<file path="src/rtl/div_fixed_point.sv">
// Iterative signed (sign-magnitude) fixed-point divider using restoring long division.
// One quotient bit per clock; saturates on overflow and on divide-by-zero.
module div_fixed_point #(
  parameter int unsigned SIZE_DIV_FIXED = 32,
  parameter int unsigned INT_PART       = 15
) (
  input  logic                      clk,
  input  logic                      rstn,
  input  logic                      valid_in,
  input  logic [SIZE_DIV_FIXED-1:0] A,
  input  logic [SIZE_DIV_FIXED-1:0] B,
  output logic                      ready_in,
  output logic                      valid_out,
  output logic [SIZE_DIV_FIXED-1:0] OUT,
  output logic                      overflow,
  output logic                      div_by_zero
);

  localparam int unsigned W     = SIZE_DIV_FIXED;
  localparam int unsigned MAG_W = W - 1;
  localparam int unsigned FRAC  = W - 1 - INT_PART;
  localparam int unsigned ITER  = W - 1 + FRAC;
  localparam int unsigned RW    = W + 1;
  localparam int unsigned CNT_W = $clog2(ITER + 1);

  typedef enum logic {IDLE, CALC} state_t;

  state_t            state_q, state_d;
  logic [ITER-1:0]   dvd_q, dvd_d;
  logic [MAG_W-1:0]  bmag_q, bmag_d;
  logic              sign_q, sign_d;
  logic [W-1:0]      rem_q, rem_d;
  logic [ITER-2:0]   quo_q, quo_d;
  logic [CNT_W-1:0]  cnt_q, cnt_d;
  logic              ready_q, ready_d;
  logic              valid_q, valid_d;
  logic [W-1:0]      out_q, out_d;
  logic              ovf_q, ovf_d;
  logic              dbz_q, dbz_d;

  logic [RW-1:0]     rem_sh;
  logic              ge;
  logic [W-1:0]      rem_nx;
  logic [ITER-1:0]   quo_nx;
  logic              ovf_c;
  logic              dbz_c;
  logic [MAG_W-1:0]  res_mag;
  logic              res_sign;

  // Next-state, restoring step and result formatting
  always_comb begin
    state_d = state_q;
    dvd_d   = dvd_q;
    bmag_d  = bmag_q;
    sign_d  = sign_q;
    rem_d   = rem_q;
    quo_d   = quo_q;
    cnt_d   = cnt_q;
    ready_d = ready_q;
    valid_d = 1'b0;
    out_d   = out_q;
    ovf_d   = ovf_q;
    dbz_d   = dbz_q;

    rem_sh   = {rem_q, dvd_q[ITER-1]};
    ge       = (rem_sh >= RW'(bmag_q));
    rem_nx   = ge ? W'(rem_sh - RW'(bmag_q)) : W'(rem_sh);
    quo_nx   = {quo_q, ge};
    ovf_c    = |quo_nx[ITER-1:MAG_W];
    dbz_c    = (bmag_q == '0);
    res_mag  = (ovf_c || dbz_c) ? {MAG_W{1'b1}} : quo_nx[MAG_W-1:0];
    // Never emit negative zero
    res_sign = sign_q & (|res_mag);

    case (state_q)
      IDLE: begin
        if (valid_in) begin
          state_d = CALC;
          dvd_d   = {A[MAG_W-1:0], {FRAC{1'b0}}};
          bmag_d  = B[MAG_W-1:0];
          sign_d  = A[W-1] ^ B[W-1];
          rem_d   = '0;
          quo_d   = '0;
          cnt_d   = '0;
          ready_d = 1'b0;
        end
      end
      CALC: begin
        dvd_d = {dvd_q[ITER-2:0], 1'b0};
        rem_d = rem_nx;
        quo_d = quo_nx[ITER-2:0];
        cnt_d = cnt_q + CNT_W'(1);
        if (cnt_q == CNT_W'(ITER - 1)) begin
          state_d = IDLE;
          ready_d = 1'b1;
          valid_d = 1'b1;
          out_d   = {res_sign, res_mag};
          ovf_d   = ovf_c & ~dbz_c;
          dbz_d   = dbz_c;
        end
      end
      default: state_d = IDLE;
    endcase
  end

  always_ff @(posedge clk) begin
    if (!rstn) begin
      state_q <= IDLE;
      dvd_q   <= '0;
      bmag_q  <= '0;
      sign_q  <= 1'b0;
      rem_q   <= '0;
      quo_q   <= '0;
      cnt_q   <= '0;
      ready_q <= 1'b1;
      valid_q <= 1'b0;
      out_q   <= '0;
      ovf_q   <= 1'b0;
      dbz_q   <= 1'b0;
    end else begin
      state_q <= state_d;
      dvd_q   <= dvd_d;
      bmag_q  <= bmag_d;
      sign_q  <= sign_d;
      rem_q   <= rem_d;
      quo_q   <= quo_d;
      cnt_q   <= cnt_d;
      ready_q <= ready_d;
      valid_q <= valid_d;
      out_q   <= out_d;
      ovf_q   <= ovf_d;
      dbz_q   <= dbz_d;
    end
  end

  assign ready_in    = ready_q;
  assign valid_out   = valid_q;
  assign OUT         = out_q;
  assign overflow    = ovf_q;
  assign div_by_zero = dbz_q;

endmodule

</file>
<file path="config.mk">
export PLATFORM = sky130hd
export DESIGN_NAME = div_fixed_point
export DESIGN_NICKNAME = d
export VERILOG_FILES = /design/src/rtl/div_fixed_point.sv
export SDC_FILE = /design/constraint.sdc
export NUM_CORES = 1
export LEC_CHECK = 0
export BUFFER_PORTS_ARGS = -buffer_cell sky130_fd_sc_hd__clkbuf_2
export CAP_MARGIN = 10
export CORE_UTILIZATION = 31
export DETAILED_ROUTE_END_ITERATION = 12
export HOLD_SLACK_MARGIN = 0.06
export PLACE_DENSITY_LB_ADDON = 0.1
export SLEW_MARGIN = 20
export SYNTH_ARGS = -nofsm -noshare
export SYNTH_HDL_FRONTEND = slang
export SYNTH_SLANG_ARGS = --single-unit
</file>
<file path="constraint.sdc">
create_clock -name clk -period 7.4 [get_ports clk]
set_clock_uncertainty 0.2 [all_clocks]
set_input_delay 1.85 -clock clk [delete_from_list [all_inputs] [get_ports clk]]
set_output_delay 1.85 -clock clk [all_outputs]
set_load 0.005 [all_outputs]
</file>
# Yosys cells after proc, flatten, opt, wreduce, memory -nomap -nowiden

Index checks and enable logic that the tools add are counted.

Output and inout port bits: 36
Latch bits: 0
Memories: 0
Bits in writable memories: 0
Bits in read-only memories: 0
Register bits: 200

Bitwise logic cells: 5
Add/subtract/negate cells: 2
Div/mod/pow operators: 0
Order comparisons: 1
Equality and inequality tests: 3
Shifts and indexed selects: 0
Multiplexer cells: 17
Multiply operators: 0
Reduce and logical (&&, ||, !) cells: 8

Operators by type and width:

| kind                                                                     | count |
|---|---|
| 47-bit case mux with 2 select lines                                      | 1 |
| 46-bit case mux with 2 select lines                                      | 1 |
| 32-bit two-way mux                                                       | 2 |
| 32-bit case mux with 2 select lines                                      | 1 |
| 47-bit two-way mux                                                       | 1 |
| 46-bit two-way mux                                                       | 1 |
| 33-bit by 31-bit >= comparator with 1-bit output                         | 1 |
| 32-bit by 31-bit subtractor with 32-bit output                           | 1 |
| 31-bit zero test                                                         | 1 |
| 31-bit two-way mux                                                       | 1 |
| 31-bit OR reduction                                                      | 1 |
| 16-bit OR reduction                                                      | 1 |
| 6-bit case mux with 2 select lines                                       | 1 |
| 2-bit AND reduction                                                      | 4 |
| 6-bit by 1-bit adder with 6-bit output (second input constant)           | 1 |
| 6-bit equality test (second input constant)                              | 1 |
| 6-bit two-way mux                                                        | 1 |
| 1-bit two-way mux                                                        | 5 |
| 1-bit case mux with 2 select lines                                       | 2 |
| 1-bit bitwise AND                                                        | 2 |
| 2-bit by 1-bit inequality test with 1-bit output (second input constant) | 1 |
| 2-bit inequality test (second input constant)                            | 1 |
| 1-bit inverter                                                           | 2 |
| 1-bit logical OR                                                         | 1 |
| 1-bit bitwise XOR                                                        | 1 |

# Depth between registers and ports, before layout

Depth in word-level cells: 5
Mapped depth: 14
Depth with buffers taken out: 12

# Worst setup path after synthesis

OpenSTA, ideal clock, no wires.

Path kind: in2reg
Start: in valid_in
End: reg dvd_q[18]
Slack: 4.039 ns
Path buffers: 2
Cell stages on the path: 5
Arrival time: 3.046 ns
Data required time: 7.085 ns
Cell sequence: buf_1 buf_1 mux2i_1 o21ai_0 and2_1

Cells in the longest elaborated chain, start to end: 1

RTL lines:

| element                         | line | text |
|---|---|---|
| from (decl)                     | 9    | `input logic valid_in,` |
| 2-bit inequality test (no line) | -    |  |
| to (signal assigned)            | 122  | `dvd_q <= dvd_d;` |
| to (decl)                       | 29   | `logic [ITER-1:0] dvd_q, dvd_d;` |

No other way between the ends.
A chain may end at the register's enable or synchronous reset.

# Final worst setup path

Start: in valid_in
End: reg bmag_q[6]

Cells in the longest elaborated chain, start to end: 1

RTL lines:

| element                       | line | text |
|---|---|---|
| 2-bit AND reduction (no line) | -    |  |
| to (signal assigned)          | 123  | `bmag_q <= bmag_d;` |
| to (decl)                     | 30   | `logic [MAG_W-1:0] bmag_q, bmag_d;` |

No other way between the ends.

==> impl_metrics.ini <==
[timing]
hold_viol = 0
relSlewSlack_pct = 31.5
max_freq_mhz = 275
setup_tns_ns = 0
worst_slew_pin_slew_ns = 1.02
drv_slew = 0
rsz0062_at_grt = false
finalWorstSetupSlack_ns = 3.77
layout_worst_path_cycle_share_pct = 49.1
setup_violations = 0
layout_min_cycle_time_ns = 3.63

[clock_tree]
cts_max_level = 4
path_clk_slew_ns = 0.08
clockBufferDepth = 2
cts_made_buffers = 17
clk_latency_ns = 0.43
root_buffer = clkbuf_16
cts_hold_buf = 0
cts_setup_buffers = 0
clock_sinks = 184
cts_tree = yes
post_cts_resized = 0

[cells_and_area]
fin_cells = 1541
final_common_cell = dfxtp_1
layout-drive-gt1-share_pct = 17.0
area_delta_synth_final_pct = 14.2
fin_area_sq_mm = 0.0106
final_nets = 1239
final_cell_mix = dfxtp_1, nand2_1, clkbuf_2
diodes = 0

[power]
peakVddDrop_mv = 0.160
power.leakage_nw = 4.15
p_per_area_mw_per_mm2 = 272
finalPower_mw = 2.89

[yosys]
syn_area_sq_mm = 0.00929
synthDistinctLibCells = 64
synth.ff_latch_count = 184
async_reset_ff_share_pct = 0
ys_warn_count = 0
syn_inst = 1085
synth_edf_count = 0
syn_area_per_cell_sq_um = 8.56
ys_seq_area_share_pct = 39.6
ys.flop_type = dfxtp_1
syn-num-nets = 1186

[placed_design]
place_congestion = 0.792
place_area_sq_mm = 0.0100
place_hpwl_mm = 15.9
portBuffers = 102
dp.cells = 1509
place_ws_ns = 3.27

[global_routing]
grt_max_degree = 121
grt_pass1_vias = 7488
antenna_found_initial = 0
groute.usage.overall_pct = 16.0
grt_pass1_wl_mm = 39.3
grt.overflow.total = 0

[die]
fp.coreArea_sq_mm = 0.0296
die_area_sq_mm = 0.0307
start_util_pct = 31.4
die_w_um = 175
row_count = 63
die_height_um = 175
io_pins = 103

[setup_path]
startpoint_type = input port
reg2reg_from = bmag_q[18]
crit_fanout = 65
cp-end-kind = flop
crit_type = in2reg
reg2reg_depth = 11
critPathArrivalTime_ns = 3.79
cp.required_ns = 7.56
r2r_slack_ns = 3.82
rr_endpoint = rem_q[21]

[status]
outcome = completed

[worst_hold_path]
whs_path_depth = 2
holdPathEnd = rem_q[31]
hp-start = rem_q[31]
min_path_type = reg2reg

[drt]
wire_per_inst_um = 15.4
drc = 0
initialDrtViolationCount = 414
routed_wl_mm = 23.8
antenna_left = 0
vias_per_cell = 4.94
num_vias = 7605
drt_first_pass_iters = 4

[flow_run]
cap_violations = 0
-- registers in the layout, summed over array words and instances (netlist names) --
register     cells
bmag_q          31
quo_q           46
ready_in         1
state_q          1
dvd_q           31
sign_q           1
OUT             32
rem_q           32
overflow         1
div_by_zero      1
cnt_q            6
valid_out        1
-- logic make-up after synthesis --
group / Yosys count / share of synthesized area [%]
AOI/OAI and AO/OA: 288 / 21.1
adders and majority gates: 34 / 4.66
DFF: 184 / 39.6
buffers and inverters: 116 / 5.13
xor gates and xnor gates: 30 / 2.83
muxes: 39 / 4.22
and+or+nand+nor: 394 / 22.4
-- report_power, final --
part	switching, mW	leakage (nW)	internal [mW]	total [mW]
Clock	0.434	0.280	0.445	0.879
Sequential	0.0444	1.49	1.04	1.08
Combinational	0.535	2.38	0.394	0.930
-- how the worst max path moves through the flow --
stage	startpoint	end	cells past startpoint
final	valid_in	bmag_q[6]	6
after floorplan	valid_in	dvd_q[18]	5
after CTS	valid_in	bmag_q[6]	6
after detailed placement	valid_in	bmag_q[6]	6
after global routing	bmag_q[18]	rem_q[24]	11
after global placement	valid_in	sign_q	6
-- per-stage QoR --
stage	hold slack [ns]	utilization (%)
detailed placement	0.234	34.0
finish	0.241	35.9
global placement	0.233	34.0
floorplan	0.220	-
CTS	0.245	35.9
global route	0.263	35.9
-- synthesized netlist by cell type (5+ instances only) --
cell type  count  area share [%]
dfxtp_1      184              40
nand2_1      141             5.7
a21oi_1       84             4.5
clkbuf_1      62             2.5
nor2b_1       56             3.8
nor3b_1       50             4.0
o21ai_0       44             2.4
inv_1         40             1.6
and2_1        39             2.6
mux2i_1       38             4.1
nor2_1        36             1.5
a21boi_0      33             2.7
ha_1          33             4.4
o21ai_1       31             1.7
o221a_2       31             3.8
nor4_1        18             1.2
xor2_1        16             1.5
xnor2_1       14             1.3
nand4_1       12            0.81
nand3_1       11            0.59
a21o_1         9            0.73
nor3_1         9            0.48
a32oi_1        8            0.75
a31oi_1        7            0.47
buf_1          6            0.24
o211ai_1       6            0.48
buf_6          5            0.61
-- final cells by class --
type	instances	area (sq um)
tap	390	488
fill	3109	19000
clock buffer	17	425
sequential	184	3690
clock inverter	15	133
inverter	40	150
multi-input combinational	785	5140
timing repair buffer	110	579
-- routing by layer --
layer / up-vias / routed length, um / GRT usage, %
met2: 92 / 11500 / 27.4
met3: 18 / 712 / 3.33
met1: 3562 / 11200 / 20.2
li1: 3933 / - / -
met5: - / 0 / 0
met4: 0 / 313 / 4.78
-- worst max-delay path: stages --
cell and delay, ns:
buf_4 0.63, buf_4 0.44, nor2b_2 0.20, buf_4 0.36
nand2_1 0.11, a21boi_0 0.17
Note: power is estimated with default switching activity, not from simulation.
